--- config.mk ---
export PLATFORM = sky130hd
export DESIGN_NAME = mem_arbiter_flat
export DESIGN_NICKNAME = d
export VERILOG_FILES = /design/src/rtl/mem_arbiter_if.sv /design/src/rtl/mem_arbiter.sv /design/src/flat_wrapper.sv
export SDC_FILE = /design/constraint.sdc
export NUM_CORES = 1
export LEC_CHECK = 0
export BUFFER_PORTS_ARGS = -buffer_cell sky130_fd_sc_hd__buf_2
export CAP_MARGIN = 40
export CELL_PAD_IN_SITES_DETAIL_PLACEMENT = 1
export CELL_PAD_IN_SITES_GLOBAL_PLACEMENT = 2
export CORE_MARGIN = 2
export CORE_UTILIZATION = 30
export DETAILED_ROUTE_END_ITERATION = 8
export MAX_ROUTING_LAYER = met4
export PLACE_DENSITY_LB_ADDON = 0.1
export SYNTH_ARGS = -nofsm -noshare
export SYNTH_HDL_FRONTEND = slang
export SYNTH_SLANG_ARGS = --single-unit
export TNS_END_PERCENT = 10
--- constraint.sdc ---
create_clock -name clk -period 9.1 [get_ports clk]
set_clock_uncertainty 0.2 [all_clocks]
set_input_delay 1.365 -clock clk [delete_from_list [all_inputs] [get_ports clk]]
set_output_delay 1.365 -clock clk [all_outputs]
set_load 0.005 [all_outputs]
--- src/rtl/mem_arbiter_if.sv ---
// Handshake bundle for mem_arbiter: fetch port, data port and the shared
// single-port memory bus. The arbiter uses "master"; its environment uses "slave".
interface mem_arbiter_if;
  logic        ireq;
  logic [31:0] iaddr;
  logic        ivalid;
  logic [31:0] irdata;
  logic        istall;

  logic        dreq;
  logic        dwe;
  logic        dbyte;
  logic [31:0] daddr;
  logic [31:0] dwdata;
  logic        dvalid;
  logic [31:0] drdata;
  logic        dstall;

  logic        mem_req;
  logic        mem_we;
  logic        mem_byte;
  logic [31:0] mem_addr;
  logic [31:0] mem_wdata;
  logic        mem_ready;
  logic [31:0] mem_rdata;

  logic        err;

  modport master (
    input  ireq, iaddr, dreq, dwe, dbyte, daddr, dwdata, mem_ready, mem_rdata,
    output ivalid, irdata, istall, dvalid, drdata, dstall,
    output mem_req, mem_we, mem_byte, mem_addr, mem_wdata, err
  );

  modport slave (
    output ireq, iaddr, dreq, dwe, dbyte, daddr, dwdata, mem_ready, mem_rdata,
    input  ivalid, irdata, istall, dvalid, drdata, dstall,
    input  mem_req, mem_we, mem_byte, mem_addr, mem_wdata, err
  );
endinterface

--- src/rtl/mem_arbiter.sv ---
// Two-requester (fetch / data) arbiter for one single-port memory, with a wait
// timeout and sticky err flag. Define ARB_RR_EN for round-robin; default is D-over-I.
module mem_arbiter #(
  parameter int MAX_WAIT = 15
) (
  input  logic         clk,
  input  logic         reset,
  mem_arbiter_if.master bus
);

  typedef enum logic [1:0] {IDLE, IBUSY, DBUSY, DONE} state_t;

  localparam logic [7:0] WAIT_LIMIT = 8'(MAX_WAIT);

  state_t      state;
  logic        mem_req_r;
  logic        mem_we_r;
  logic        mem_byte_r;
  logic [31:0] mem_addr_r;
  logic [31:0] mem_wdata_r;
  logic        ivalid_r;
  logic        dvalid_r;
  logic [31:0] irdata_r;
  logic [31:0] drdata_r;
  logic        err_r;
  logic [7:0]  wait_cnt;
  logic        grant_d;
  logic        grant_i;

`ifdef ARB_RR_EN
  logic last_d;  // 1 when the most recent grant went to D

  always_comb begin
    grant_d = bus.dreq && (!bus.ireq || !last_d);
  end
`else
  always_comb begin
    grant_d = bus.dreq;
  end
`endif

  assign grant_i = bus.ireq && !grant_d;

  // NOTE: state and outputs are updated with <= so every branch sees pre-edge values.
  always_ff @(posedge clk or posedge reset) begin
    if (reset) begin
      state       <= IDLE;
      mem_req_r   <= 1'b0;
      mem_we_r    <= 1'b0;
      mem_byte_r  <= 1'b0;
      mem_addr_r  <= 32'h0;
      mem_wdata_r <= 32'h0;
      ivalid_r    <= 1'b0;
      dvalid_r    <= 1'b0;
      irdata_r    <= 32'h0;
      drdata_r    <= 32'h0;
      err_r       <= 1'b0;
      wait_cnt    <= 8'h0;
`ifdef ARB_RR_EN
      last_d      <= 1'b0;
`endif
    end else begin
      ivalid_r <= 1'b0;
      dvalid_r <= 1'b0;
      case (state)
        IDLE: begin
          if (grant_d) begin
            mem_req_r   <= 1'b1;
            mem_we_r    <= bus.dwe;
            mem_byte_r  <= bus.dbyte;
            mem_addr_r  <= bus.daddr;
            mem_wdata_r <= bus.dwdata;
            wait_cnt    <= 8'h0;
            state       <= DBUSY;
`ifdef ARB_RR_EN
            last_d      <= 1'b1;
`endif
          end else if (grant_i) begin
            mem_req_r   <= 1'b1;
            mem_we_r    <= 1'b0;
            mem_byte_r  <= 1'b0;
            mem_addr_r  <= bus.iaddr;
            wait_cnt    <= 8'h0;
            state       <= IBUSY;
`ifdef ARB_RR_EN
            last_d      <= 1'b0;
`endif
          end
        end
        IBUSY, DBUSY: begin
          // A ready memory wins over the timeout in the same cycle; an abort
          // returns zero data but still completes with a valid pulse.
          if (bus.mem_ready || wait_cnt == WAIT_LIMIT) begin
            mem_req_r <= 1'b0;
            state     <= DONE;
            if (!bus.mem_ready) err_r <= 1'b1;
            if (state == IBUSY) begin
              ivalid_r <= 1'b1;
              irdata_r <= bus.mem_ready ? bus.mem_rdata : 32'h0;
            end else begin
              dvalid_r <= 1'b1;
              // Stores never touch the load-data register.
              if (!mem_we_r) drdata_r <= bus.mem_ready ? bus.mem_rdata : 32'h0;
            end
          end else begin
            wait_cnt <= wait_cnt + 8'd1;
          end
        end
        DONE: begin
          state <= IDLE;
        end
        default: begin
          state <= IDLE;
        end
      endcase
    end
  end

  assign bus.mem_req   = mem_req_r;
  assign bus.mem_we    = mem_we_r;
  assign bus.mem_byte  = mem_byte_r;
  assign bus.mem_addr  = mem_addr_r;
  assign bus.mem_wdata = mem_wdata_r;
  assign bus.ivalid    = ivalid_r;
  assign bus.dvalid    = dvalid_r;
  assign bus.irdata    = irdata_r;
  assign bus.drdata    = drdata_r;
  assign bus.err       = err_r;
  assign bus.istall    = bus.ireq && !ivalid_r;
  assign bus.dstall    = bus.dreq && !dvalid_r;

endmodule

--- src/flat_wrapper.sv ---
// flat-port wrapper written by rule: the top's interface ports become plain ports
module mem_arbiter_flat 
#(
  parameter int MAX_WAIT = 15
)
  (clk, reset, bus_ireq, bus_iaddr, bus_dreq, bus_dwe, bus_dbyte, bus_daddr, bus_dwdata, bus_mem_ready, bus_mem_rdata, bus_ivalid, bus_irdata, bus_istall, bus_dvalid, bus_drdata, bus_dstall, bus_mem_req, bus_mem_we, bus_mem_byte, bus_mem_addr, bus_mem_wdata, bus_err);
  mem_arbiter_if bus_i ();
  input  logic clk;
  input  logic reset;
  input wire logic [$bits(bus_i.ireq)-1:0] bus_ireq;
  input wire logic [$bits(bus_i.iaddr)-1:0] bus_iaddr;
  input wire logic [$bits(bus_i.dreq)-1:0] bus_dreq;
  input wire logic [$bits(bus_i.dwe)-1:0] bus_dwe;
  input wire logic [$bits(bus_i.dbyte)-1:0] bus_dbyte;
  input wire logic [$bits(bus_i.daddr)-1:0] bus_daddr;
  input wire logic [$bits(bus_i.dwdata)-1:0] bus_dwdata;
  input wire logic [$bits(bus_i.mem_ready)-1:0] bus_mem_ready;
  input wire logic [$bits(bus_i.mem_rdata)-1:0] bus_mem_rdata;
  output wire logic [$bits(bus_i.ivalid)-1:0] bus_ivalid;
  output wire logic [$bits(bus_i.irdata)-1:0] bus_irdata;
  output wire logic [$bits(bus_i.istall)-1:0] bus_istall;
  output wire logic [$bits(bus_i.dvalid)-1:0] bus_dvalid;
  output wire logic [$bits(bus_i.drdata)-1:0] bus_drdata;
  output wire logic [$bits(bus_i.dstall)-1:0] bus_dstall;
  output wire logic [$bits(bus_i.mem_req)-1:0] bus_mem_req;
  output wire logic [$bits(bus_i.mem_we)-1:0] bus_mem_we;
  output wire logic [$bits(bus_i.mem_byte)-1:0] bus_mem_byte;
  output wire logic [$bits(bus_i.mem_addr)-1:0] bus_mem_addr;
  output wire logic [$bits(bus_i.mem_wdata)-1:0] bus_mem_wdata;
  output wire logic [$bits(bus_i.err)-1:0] bus_err;
  assign bus_i.ireq = bus_ireq;
  assign bus_i.iaddr = bus_iaddr;
  assign bus_i.dreq = bus_dreq;
  assign bus_i.dwe = bus_dwe;
  assign bus_i.dbyte = bus_dbyte;
  assign bus_i.daddr = bus_daddr;
  assign bus_i.dwdata = bus_dwdata;
  assign bus_i.mem_ready = bus_mem_ready;
  assign bus_i.mem_rdata = bus_mem_rdata;
  assign bus_ivalid = bus_i.ivalid;
  assign bus_irdata = bus_i.irdata;
  assign bus_istall = bus_i.istall;
  assign bus_dvalid = bus_i.dvalid;
  assign bus_drdata = bus_i.drdata;
  assign bus_dstall = bus_i.dstall;
  assign bus_mem_req = bus_i.mem_req;
  assign bus_mem_we = bus_i.mem_we;
  assign bus_mem_byte = bus_i.mem_byte;
  assign bus_mem_addr = bus_i.mem_addr;
  assign bus_mem_wdata = bus_i.mem_wdata;
  assign bus_err = bus_i.err;
  mem_arbiter #(.MAX_WAIT(MAX_WAIT)) u_core (.clk(clk), .reset(reset), .bus(bus_i));
endmodule
==> metrics.md <==
| Metric | Value |
|---|---|
| Simple-Gate Fraction of Synth Area | `under 10%` |
| Pint | `1.829 mW` |
| CP Launch Type | `input port` |
| DRT iter0 DRCs | `198` |
| Worst Setup SP | `bus_dreq` |
| GRT overflow | `0` |
| Tcrit/Tclk final | `42.75%` |
| Worst-Margin Slew | `between 0.6 and 0.7 ns` |
| Sw Ratio | `35.92%` |
| Fillers | `about 2.2k` |
| Drt first pass iters | `6` |
| Placeable Area | `0.01946 mm^2` |
| Die Ht | `between 100 and 150 um` |
| Die width | `144.7 um` |
| CTS Sinks | `144` |
| HP Class | `register to register` |
| Finished Core Util | `approximately two fifths` |
| Setup ws final | `around 5.2 ns` |
| Leak | `4.222 nW` |
| Ys Warns | `0` |
| EDFF count, synth | `0` |
| Worst R2R Path Depth | `6` |
| Max Buffers Root-to-Sink | `2` |
| Main synth FF type | `dfrtp_1` |
| Commonest non-fill, non-tap cell in the layout | `buf_2` |
| WS Path Type | `input port to output pin` |
| Maximum Capacitance Violations | `0` |
| DRC Markers | `0` |
| Worst IR Drop VDD | `~0.13 mV` |
| Logic pwr share | `between 30% and 40%` |
| Part of the power in the clock network | `23.4%` |
| Cell accounting for the most synthesized area | `dfrtp_1` |
| Dominant cells by area after synthesis | `dfrtp_1 (61%), a22o_1 (9.1%), mux2_2 (6.1%), mux2i_1 (5.7%), nand2_1 (2.8%)` |
| Status | `complete, no violations` |
| Site Rows | `51` |
| Syn Nets | `595` |
| Accumulated negative setup slack | `0 ns` |
| Fin area | `0.008083 mm^2` |
| Final Hold Violating Endpoints | `0` |
| Starting density of the core | `30.51%` |
| Max-slew headroom | `between 50% and 60%` |
| # setup viols final | `0` |
| Clock transition at path regs | `0.07 ns` |
| Fmax | `around 260 MHz` |
| Fin crit period | `approximately 3.9 ns` |
| Post-Synth Adder-Cell Area | `1.054%` |
| Skew-Pair Late Insertion Delay | `approximately 0.42 ns` |
| Critical Path AT | `2.33 ns` |
| CP required | `7.54 ns` |
| CTS HTree Levels | `4` |
| WL/cell | `17.81 um` |
| Main combinational cell family by area after synthesis | `compound AO/OA/AOI/OAI gates` |
| CP endpoint kind | `output pin` |
| Dpl ws | `5.205 ns` |
| Routability cong. | `0.7342` |
| Setup bufs post-CTS | `0` |
| Number of global-route vias before repair | `5053` |
| Power Density | `~350 mW/mm^2` |
| Root Driver | `clkbuf_16` |
| Hold_buf cts | `0` |
| Gate Count Post-Synth | `between 400 and 500` |
| # port buffers | `270` |
| Share of post-route cells with drive strength above 1 | `48.64%` |
| Syn_area_per_cell | `13.05 um^2` |
| Antenna Nets Post-Route | `0` |
| Unrepaired setup endpoints after global routing | `false` |
| Largest net degree at the start of global routing | `71` |
| Hold Path Depth | `1` |
| Yosys cell types | `45` |
| Ports | `around 270` |
| Total CTS buffers | `17` |
| Final hold slack | `0.2631 ns` |
| Post-synth top area share | `60.68%` |
| Initial antenna violation count | `1` |
| Sequential fraction of the synthesis area | `60.68%` |
| Wirelength, routed | `17810 um` |
| Post-DP HPWL | `13000 um` |
| Full die area | `0.02094 mm^2` |
| TritonCTS clock tree | `done` |
| Hold Path Origin | `u_core.bus.err$_DFFE_PP0P_` |
| Critical-path maximum fanout | `32` |
| Async SR Flop Fraction | `100.0%` |
| Sw power | `1.025 mW` |
| Via Count | `4765` |
| Via density | `4.765` |
| Area added between synthesis and finish | `36.11%` |
| Flop pwr share | `between 30 and 40%` |
| Yosys reg bits | `144` |
| Slew Viols, Final | `0` |
| Cell Area, Synth | `about 0.006 mm^2` |
| XOR/XNOR Fraction of Synth Area | `0%` |
| Area after DPL | `0.007507 mm^2` |
| Multiplexer share of the synthesized area | `between 10% and 20%` |
| Commonest non-fill, non-tap cells in the layout | `buf_2 (271), dfrtp_1 (144), a22o_1 (62)` |
| Total GRT Usage | `17.73%` |
| Synth Area in Compound Gates | `15.42%` |
| Global-route wire length before repair | `27410 um` |
| Fin cells | `1000` |
| Design Power | `2.854 mW` |
| R2R Path Start | `u_core.state[1]$_DFFE_PP0P_` |
| CTS resizes | `0` |
| Fin nets | `861` |
| Placed Cells | `967` |
==> power by group through the flow <==
stage | sequential, mW | clock [mW] | combinational [mW]
after floorplan | 1.13 | 0 | 0.597
after global placement | 1.10 | 0 | 1.07
after detailed placement | 1.11 | 0 | 1.11
after CTS | 1.10 | 0.690 | 1.11
after global routing | 1.14 | 0.718 | 1.21
final | 1.10 | 0.668 | 1.08
==> worst max-delay path, cell delays in order <==
cell	delay, ns
buf_2	0.18
buf_4	0.46
nor2b_1	0.19
buf_2	0.12
==> sequential cells by signal, indices dropped and copies added, names as in the netlist <==
register and count:
u_core.bus.drdata 32, u_core.state 2, u_core.bus.irdata 32, u_core.bus.ivalid 1
u_core.bus.mem_byte 1, u_core.bus.mem_addr 32, u_core.wait_cnt 8, u_core.bus.err 1
u_core.bus.mem_req 1, u_core.bus.mem_wdata 32, u_core.bus.dvalid 1, u_core.bus.mem_we 1
==> area by class of cell <==
cell class                      count  area [um^2]  area share (%)
Inverter                            6        27.53          0.3406
Tap cell                          265        331.6           4.102
Multi-Input combinational cell    274         2103           26.02
Timing Repair Buffer              278         1441           17.83
Clock buffer                       17        425.4           5.263
Clock inverter                     15        147.6           1.827
Antenna cell                        1        2.502         0.03096
Sequential cell                   144         3603           44.58
==> layer usage <==
layer / vias to the layer above / track usage [%] / wire length, um
met2: 177 / 29.46 / 8860
met5: - / - / 0
met4: 0 / 6.387 / 324
met1: 2368 / 20.64 / 7357
li1: 2200 / - / -
met3: 20 / 5.035 / 1266
==> Yosys cell counts (2+ instances only) <==
master,number
and3_1,2
a22o_2,2
a22o_1,62
nand2_4,2
o21ai_1,6
nor4_1,3
nand2_1,44
a31oi_1,4
inv_1,6
a32o_1,2
clkbuf_1,9
nor2_1,7
a21oi_1,4
clkbuf_8,3
ha_1,5
buf_6,6
o21ai_0,31
a211o_1,2
nand3_1,2
and3_2,3
buf_1,2
nand4b_1,2
mux2i_1,34
buf_4,6
buf_2,5
mux2_2,32
nor3_1,6
nor2b_1,3
dfrtp_1,144
==> worst paths after layout <==
| kind | to | slack (ns) |
|---|---|---|
| min | u_core.bus.err$_DFFE_PP0P_ | 0.26 |
| min in group asynchronous | u_core.bus.mem_addr[20]$_DFFE_PP0P_ | 0.69 |
| max reg2reg | u_core.bus.drdata[21]$_DFFE_PP0P_ | 6.34 |
| max in group asynchronous | u_core.bus.irdata[4]$_DFFE_PP0P_ | 6.64 |
| min reg2reg | u_core.bus.err$_DFFE_PP0P_ | 0.26 |
| max | bus_dstall | 5.21 |
==> logic make-up (layout without fill, tap and decap cells) <==
| logic type | count (synthesis) | after routing |
|---|---|---|
| flip-flops | 144 | 144 |
| AO/OA/AOI/OAI | 121 | 121 |
| AND/OR/NAND/NOR | 82 | 82 |
| multiplexers | 66 | 66 |
| buffers and inverters | 37 | 316 |
| adder cells (fa/ha/maj) | 5 | 5 |
| other | 0 | 1 |
Note: power is estimated with default switching activity, not from simulation.
